File: src/rtl/rv32i_pkg.sv
// Shared RV32I control-flow definitions.
//   - Branch funct3 encodings used by the taken decision.
//   - fetch_state_t: states of the single-outstanding fetch handshake.
//   - RESET_PC_DEFAULT: default first fetch address after reset.
package rv32i_pkg;

  localparam logic [31:0] RESET_PC_DEFAULT = 32'h0000_0000;

  localparam logic [2:0] F3_BEQ  = 3'b000;
  localparam logic [2:0] F3_BNE  = 3'b001;
  localparam logic [2:0] F3_BLT  = 3'b100;
  localparam logic [2:0] F3_BGE  = 3'b101;
  localparam logic [2:0] F3_BLTU = 3'b110;
  localparam logic [2:0] F3_BGEU = 3'b111;

  typedef enum logic [1:0] {
    FETCH = 2'd0,
    WAIT  = 2'd1,
    HOLD  = 2'd2
  } fetch_state_t;

endpackage

File: src/rtl/branch_decide.sv
// Combinational branch resolution from the comparator results.
// Ports:
//   funct3  in  3  branch funct3
//   br_eq   in  1  comparator equality result
//   br_lt   in  1  comparator less-than result
//   taken   out 1  branch condition holds (ignores valid / is_branch)
//   br_un   out 1  unsigned-compare select back to the comparator
module branch_decide
  import rv32i_pkg::*;
(
  input  logic [2:0] funct3,
  input  logic       br_eq,
  input  logic       br_lt,
  output logic       taken,
  output logic       br_un
);

  // funct3[1] distinguishes BLTU/BGEU from BLT/BGE.
  assign br_un = funct3[1];

  always_comb begin
    taken = 1'b0;
    unique case (funct3)
      F3_BEQ:            taken = br_eq;
      F3_BNE:            taken = ~br_eq;
      F3_BLT, F3_BLTU:   taken = br_lt;
      F3_BGE, F3_BGEU:   taken = ~br_lt;
      default:           taken = 1'b0;  // 010/011 are not branches
    endcase
  end

endmodule

File: src/rtl/branch_fetch_ctrl.sv
// Control-flow stage: resolves branches/jumps, owns the PC, runs a
// single-outstanding fetch handshake and presents instructions to decode.
// Ports:
//   clk, rst_n                   clock, async active-low reset
//   ex_valid/ex_is_branch/ex_is_jump/ex_funct3/ex_target  execute-stage info
//   BrEq, BrLt (in) / BrUn (out) branch comparator interface
//   redirect                     PCSel, taken and aligned this cycle
//   misalign_err                 taken target has bit 1 set (pulse)
//   imem_req_valid/ready, imem_addr          fetch request channel
//   imem_rsp_valid, imem_rsp_data            fetch response channel
//   if_valid/if_ready, if_inst, if_pc        decode handoff
module branch_fetch_ctrl
  import rv32i_pkg::*;
#(
  parameter int unsigned       XLEN     = 32,
  parameter logic [XLEN-1:0]   RESET_PC = RESET_PC_DEFAULT
) (
  input  logic            clk,
  input  logic            rst_n,
  input  logic            ex_valid,
  input  logic            ex_is_branch,
  input  logic            ex_is_jump,
  input  logic [2:0]      ex_funct3,
  input  logic            BrEq,
  input  logic            BrLt,
  output logic            BrUn,
  input  logic [XLEN-1:0] ex_target,
  output logic            redirect,
  output logic            misalign_err,
  output logic            imem_req_valid,
  input  logic            imem_req_ready,
  output logic [XLEN-1:0] imem_addr,
  input  logic            imem_rsp_valid,
  input  logic [XLEN-1:0] imem_rsp_data,
  output logic            if_valid,
  input  logic            if_ready,
  output logic [XLEN-1:0] if_inst,
  output logic [XLEN-1:0] if_pc
);

  fetch_state_t    state_q, state_d;
  logic [XLEN-1:0] pc_q, pc_d;
  logic [XLEN-1:0] fetch_pc_q, fetch_pc_d;
  logic [XLEN-1:0] if_inst_q, if_inst_d;
  logic [XLEN-1:0] if_pc_q, if_pc_d;
  logic            kill_q, kill_d;

  logic            br_taken;
  logic            take;
  logic [XLEN-1:0] final_target;
  logic            accept;

  branch_decide u_branch_decide (
    .funct3 (ex_funct3),
    .br_eq  (BrEq),
    .br_lt  (BrLt),
    .taken  (br_taken),
    .br_un  (BrUn)
  );

  assign take = ex_valid & (ex_is_jump | (ex_is_branch & br_taken));

  // JALR clears bit 0 of the computed target; branches use it unchanged.
  assign final_target = ex_is_jump ? {ex_target[XLEN-1:1], 1'b0} : ex_target;

  // A misaligned taken target suppresses the redirect entirely.
  assign misalign_err = rst_n & take & final_target[1];
  assign redirect     = take & ~final_target[1];

  // Request is masked while reset is held so nothing leaks out of reset.
  assign imem_req_valid = rst_n & (state_q == FETCH);
  assign imem_addr      = pc_q;
  assign accept         = imem_req_valid & imem_req_ready;

  assign if_valid = (state_q == HOLD);
  assign if_inst  = if_inst_q;
  assign if_pc    = if_pc_q;

  always_comb begin
    state_d    = state_q;
    pc_d       = pc_q;
    kill_d     = kill_q;
    fetch_pc_d = fetch_pc_q;
    if_inst_d  = if_inst_q;
    if_pc_d    = if_pc_q;

    unique case (state_q)
      FETCH: begin
        if (accept) begin
          state_d    = WAIT;
          fetch_pc_d = pc_q;
          pc_d       = pc_q + XLEN'(4);
          // Request already issued on the wrong path: drop its response.
          kill_d     = redirect;
        end
      end
      WAIT: begin
        if (imem_rsp_valid) begin
          kill_d = 1'b0;
          if (kill_q || redirect) begin
            state_d = FETCH;
          end else begin
            if_inst_d = imem_rsp_data;
            if_pc_d   = fetch_pc_q;
            state_d   = HOLD;
          end
        end else if (redirect) begin
          kill_d = 1'b1;
        end
      end
      HOLD: begin
        if (redirect || if_ready) begin
          state_d = FETCH;
        end
      end
      default: state_d = FETCH;
    endcase

    if (redirect) begin
      pc_d = final_target;
    end
  end

  always_ff @(posedge clk or negedge rst_n) begin
    if (!rst_n) begin
      state_q    <= FETCH;
      pc_q       <= RESET_PC;
      kill_q     <= 1'b0;
      fetch_pc_q <= '0;
      if_inst_q  <= '0;
      if_pc_q    <= '0;
    end else begin
      state_q    <= state_d;
      pc_q       <= pc_d;
      kill_q     <= kill_d;
      fetch_pc_q <= fetch_pc_d;
      if_inst_q  <= if_inst_d;
      if_pc_q    <= if_pc_d;
    end
  end

endmodule
File: config.mk
export PLATFORM = sky130hd
export DESIGN_NAME = branch_fetch_ctrl
export DESIGN_NICKNAME = d
export VERILOG_FILES = /design/src/rtl/rv32i_pkg.sv /design/src/rtl/branch_decide.sv /design/src/rtl/branch_fetch_ctrl.sv
export SDC_FILE = /design/constraint.sdc
export NUM_CORES = 1
export LEC_CHECK = 0
export ABC_AREA = 1
export BUFFER_PORTS_ARGS = -buffer_cell sky130_fd_sc_hd__buf_2
export CORE_UTILIZATION = 57
export CTS_CLUSTER_SIZE = 24
export DETAILED_ROUTE_END_ITERATION = 10
export PLACE_DENSITY = 0.84
export SLEW_MARGIN = 10
export SYNTH_ARGS = -nofsm -noshare
export SYNTH_HDL_FRONTEND = slang
export SYNTH_SLANG_ARGS = --single-unit
export TNS_END_PERCENT = 5
File: constraint.sdc
create_clock -name clk -period 3 [get_ports clk]
set_input_delay 0.15 -clock clk [delete_from_list [all_inputs] [get_ports clk]]
set_output_delay 0.15 -clock clk [all_outputs]
set_load 0.05 [all_outputs]
## Word-level counts from Yosys, hierarchy flattened

Index checks and enable logic that the tools add are counted.

| storage, ports and cells | value |
|---|---|
| flip-flop bits (word level) | 131 |
| input bits | 77 |
| output and inout port bits | 101 |
| logic and storage cells | 58 |

| cells by class | value |
|---|---|
| add/subtract/negate cells | 1 |
| eq/ne operators | 11 |
| multiplexer cells | 14 |
| bitwise logic cells | 12 |
| reductions and logical operators | 14 |

Operators with widths:

| operator | count |
|---|---|
| 2-to-1 mux 32 bit | 3 |
| adder 32 x 3 -> 32 bit (second input constant) | 1 |
| equality test 3 bit (second input constant) | 4 |
| AND reduction 3 bit | 3 |
| 2-to-1 mux 2 bit | 4 |
| AND 1 bit | 7 |
| case mux 2 bit (3 select lines) | 1 |
| nonzero test 2 bit | 3 |
| 2-to-1 mux 1 bit | 4 |
| != test 2 bit (second input constant) | 2 |
| NOT 1 bit | 4 |
| case mux 1 bit (4 select lines) | 1 |
| AND reduction 2 bit | 2 |
| OR reduction 2 bit | 2 |
| equality test 3 x 1 -> 1 bit (second input constant) | 1 |
| logical NOT 3 bit | 1 |
| != test 3 bit (second input constant) | 1 |
| equality test 2 x 1 -> 1 bit (second input constant) | 1 |
| equality test 2 bit (second input constant) | 1 |
| logical NOT 2 bit | 1 |
| logical OR 1 bit | 2 |
| != test 2 x 1 -> 1 bit (second input constant) | 1 |
| case mux 1 bit (2 select lines) | 1 |
| OR 1 bit | 1 |

## Longest topological paths before layout

| depth | value |
|---|---|
| depth in word-level cells | 11 |
| depth in mapped cells | 12 |
| depth with buffers taken out | 12 |

## Hierarchy

A second synthesis with hierarchy kept.

| second synthesis, totals | value |
|---|---|
| cell total of the unflattened synthesis | 767 |
| area total of the unflattened synthesis | 6190.9 um^2 |

By module, submodules not included:

| module | times used | cells each | area an instance (um^2) | sequential area each (um^2) |
|---|---|---|---|---|
| branch_fetch_ctrl | 1 | 755 | 6139.6 | 3278.1 |
| branch_decide | 1 | 12 | 51.3 | 0.0 |

## Worst setup path after synthesis

No wires, ideal clock.

| timing | value |
|---|---|
| path type | reg-to-reg |
| start point | register pc_q[3], in the netlist imem_addr[3] |
| end point | register pc_q[18], in the netlist imem_addr[18] |
| library setup time | 0.118 ns |
| arrival | 1.794 ns |
| required time | 2.882 ns |
| path slack | 1.088 ns |
| stages on the path, launching flop included | 10 |
| buffers on the path | 0 |
| clock period less this slack | 1.912 ns |
| cell sequence | dfrtp_1 ha_1 inv_1 nor2_4 nand2_1 nor2_1 xor2_1 nand2_1 nand3_1 nand2_1 |

| between the ends | value |
|---|---|
| cells in the longest elaborated chain, start to end | 4 |

Ends and longest elaborated chain:

| item | line | RTL |
|---|---|---|
| start: declaration | branch_fetch_ctrl.sv:42 | `logic [XLEN-1:0] pc_q, pc_d;` |
| start signal: assignment | branch_fetch_ctrl.sv:134 | `pc_q <= pc_d;` |
| adder 32 x 3 -> 32 bit | branch_fetch_ctrl.sv:92 | `pc_d = pc_q + XLEN'(4);` |
| 2-to-1 mux 32 bit | branch_fetch_ctrl.sv:89 | `if (accept) begin` |
| 2-to-1 mux 32 bit | branch_fetch_ctrl.sv:87 | `unique case (state_q)` |
| 2-to-1 mux 32 bit | branch_fetch_ctrl.sv:119 | `if (redirect) begin` |

Every way passes these cells. The select of a mux whose other input is x is not followed.
A chain may end at the register's enable or synchronous reset.

## Worst setup path after layout

| timing | value |
|---|---|
| start point | register state_q[1] |
| end point | register pc_q[20], in the netlist imem_addr[20] |

| between the ends | value |
|---|---|
| cells in the longest elaborated chain, start to end | 5 |
| elaborated cells on any way between the ends | 6 |
| classes of those cells | bitwise (2); reduce/logical (4) |

Ends and longest elaborated chain:

| item | line | RTL |
|---|---|---|
| start: declaration | branch_fetch_ctrl.sv:41 | `fetch_state_t state_q, state_d;` |
| start signal: assignment | branch_fetch_ctrl.sv:133 | `state_q <= state_d;` |
| logical NOT 2 bit (*) | branch_fetch_ctrl.sv:71, branch_fetch_ctrl.sv:87 |  |
| AND 1 bit | branch_fetch_ctrl.sv:71 | `assign imem_req_valid = rst_n & (state_q == FETCH);` |
| AND 1 bit | branch_fetch_ctrl.sv:73 | `assign accept = imem_req_valid & imem_req_ready;` |
| nonzero test 2 bit (no line) | n/a |  |
| AND reduction 2 bit (no line) (*) | n/a |  |

Every way passes the cells marked *; elsewhere a longest branch is shown, timed or not.

==> results.sh <==
export IMPL_reg2reg_from="state_q[1]$_DFFE_PN0P_"
export IMPL_cts_tree="yes"
export IMPL_vias=6414
export IMPL_synth_top_flop_cell="dfrtp_1"
export IMPL_dr_pass1_iters=5
export IMPL_grtUsageTotal_pct=32.65
export IMPL_clk_path_buf_depth=2
export IMPL_top_layer="met4"
export IMPL_cts_sinks=131
export IMPL_synth_edf_count=0
export IMPL_synth_top_area_share_pct=50.67
export IMPL_grt_pass1_vias=5989
export IMPL_slew_viol_final=0
export IMPL_hold_viol=20
export IMPL_ctsRootBufferMaster="clkbuf_16"
export IMPL_dieArea_um2=11780
export IMPL_fmax_mhz=477.5
export IMPL_ys_warn_count=0
export IMPL_htreeDepth=4
export IMPL_max_cap_violations=0
export IMPL_syn_num_nets=912
export IMPL_port_buffers=177
export IMPL_tightest_slew_ps=895.4
export IMPL_routed_wl_um=18300
export IMPL_route_met3_wl_um=1449
export IMPL_chipHeight_um=108.5
export IMPL_layout_cells_non_filler=1172
export IMPL_drc_errors=0
export IMPL_die_w_um=108.5
export IMPL_power_density_nw_per_um2=1100
export IMPL_critPathLaunchType="flip-flop"
export IMPL_wl_met2_um=8611
export IMPL_synth_most_common_cell="nand2_1"
export IMPL_maxSlewHeadroom_pct=40.31
export IMPL_gp_congestion=0.9935
export IMPL_ioPinCount=178
export IMPL_antenna_cells=0
export IMPL_synth_cell_types=24
export IMPL_cp_arrival_ps=2390
export IMPL_holdWs_ps=-35.28
export IMPL_min_period_ps=2094
export IMPL_worst_ep_required_time_ps=3300
export IMPL_clk_pin_slew_ps=60
export IMPL_critPathMaxFanout=25
export IMPL_numCtsBuffers=17
export IMPL_drt_iter0_drc=632
export IMPL_skew_ps=9.935
export IMPL_preCtsSetupSlack_ps=817.3
export IMPL_crit_type="flip-flop to flip-flop"
export IMPL_yosys_top_cells_count="nand2_1, dfrtp_1, nand4_1, nor2_1, nand3_1"
export IMPL_worst_slack_ps=905.9
export IMPL_status="complete, but fails checks"
export IMPL_routed_via_density=5.473
export IMPL_rsz0062_at_grt="false"
export IMPL_cp_end_kind="flip-flop"
export IMPL_synth_cells=834
export IMPL_fin_nets=1097
export IMPL_fp_row_count=38
export IMPL_met1Wirelength_um=7746
export IMPL_grt_max_degree=74
export IMPL_p_leak_uw=0.004518
export IMPL_setup_viol=0
export IMPL_drive_gt1_share_pct=22.48
export IMPL_ys_ff_latch=131
export IMPL_area_delta_synth_final_pct=28.37
export IMPL_finalPower_uw=9135
export IMPL_yosys_top_cells_area="dfrtp_1, nand2_1, nand4_1, nand3_1, nor2_1"
export IMPL_peakVddDrop_mv=0.8306
export IMPL_ys_seq_area_share_pct=50.67
export IMPL_hold_path_class="primary input to async pin"
export IMPL_wl_per_cell_um=15.61
export IMPL_overflow=0
export IMPL_dp_hpwl_um=11960
export IMPL_violations="negative hold slack"
export IMPL_fin_tns_setup_ps=0
export IMPL_dp_cells=1111
export IMPL_startpoint="state_q[1]$_DFFE_PN0P_"
export IMPL_syn_area_per_cell_um2=7.758
export IMPL_ys_async_sr_fraction_pct=100.0
export IMPL_grt_pass1_wl_um=29180
export IMPL_yosys_area_top_type="dfrtp_1"
export IMPL_clkLatencyLatePin_ps=420
export IMPL_post_route_period_util_pct=69.80
export IMPL_core_region_area_um2=10940
export IMPL_initial_core_util_pct=59.16
export IMPL_ant_nets=0
export IMPL_antenna_found_initial=0
export IMPL_netlist_area_um2=6470
==> power by group <==
| part | internal [µW] | switching, µW |
|---|---|---|
| clock | 1630 | 762 |
| sequential | 2450 | 540 |
| combinational | 837 | 2910 |
==> registers in the layout, indices dropped and copies added, names as in the netlist <==
signal / count
fetch_pc_q: 32
if_inst: 32
if_pc: 32
imem_addr: 32
kill_q: 1
state_q: 2
==> cells in the final DEF, fill, tap and decap left out <==
cell,instances
bufinv_16,6
ha_1,1
nand3_1,54
nand3_4,1
clkbuf_16,17
inv_6,1
buf_2,176
buf_4,9
o21ai_0,30
nor2_4,3
dlygate4sd3_1,29
nand2_2,3
nor3_1,1
nand4_1,78
nand3b_1,1
nor2_1,57
nand2_1,349
o21ai_1,1
nand2_4,1
nor2_2,3
clkinv_4,3
xor2_1,15
nand3_2,2
clkbuf_8,3
inv_2,3
clkinvlp_4,1
clkbuf_1,1
dfrtp_1,131
inv_1,52
==> per-stage QoR <==
step	hold WS, ps	utilization [%]	area [µm²]
detailed placement	377.5	66.96	7322
global route	8.420	75.95	8305
floorplan	-145.6	-	6470
global placement	372.2	66.96	7322
CTS	1.499	75.95	8305
finish	-35.28	75.95	8305
==> per-layer routing <==
layer	up-vias	track usage [%]
li1	3063	-
met1	2974	42.37
met2	342	54.25
met3	35	6.992
met4	0	11.20
met5	-	0
==> cell families (layout without fill, tap and decap cells) <==
| kind of cell | count (synthesis) | count (layout) | share of synthesized area [%] |
|---|---|---|---|
| AO/OA/AOI/OAI | 31 | 31 | 2.398 |
| AND/OR/NAND/NOR | 553 | 553 | 37.21 |
| XOR/XNOR | 15 | 15 | 2.031 |
| adder cells (fa/ha/maj) | 1 | 1 | 0.1934 |
| flip-flops | 131 | 131 | 50.67 |
| buffers and inverters | 103 | 301 | 7.504 |
==> path summary, 6_finish.rpt <==
| check | to | slack, ps | cells after the start |
|---|---|---|---|
| worst max register to register | imem_addr[20]$_DFFE_PN0P_ | 910 | 8 |
| max in group asynchronous | imem_addr[29]$_DFFE_PN0P_ | 1710 | 3 |
| worst max-delay path | imem_addr[20]$_DFFE_PN0P_ | 910 | 8 |
| min in group clk | if_inst[9]$_DFFE_PN0P_ | 10 | 3 |
| worst min-delay path | if_inst[31]$_DFFE_PN0P_ | -40 | 2 |
| worst min register to register | if_inst[19]$_DFFE_PN0P_ | 460 | 2 |
==> worst max-delay path, stage by stage, from the launching register on <==
cell     delay, ps
dfrtp_1        390
inv_1           80
nand2_1         90
nor2_2         150
nand2_2        330
inv_2          490
nand2_2        240
nor2_1         150
nor2_1          60
==> area by class of cell <==
class                      count  area [µm²]
sequential                   131        3278
fill                         811        2630
clock buffer                  21       470.5
tap                          140       175.2
clock inverter                11       222.7
multi-input combinational    600        2714
timing repair buffer         214        1239
inverter                      55       206.4
==> timing repair <==
item	CTS	global route
hold buffers	29	0
hold endpoints to repair	29	0
buffers inserted	0	0
gates resized for setup	0	0
(Power assumes the default switching activity.)
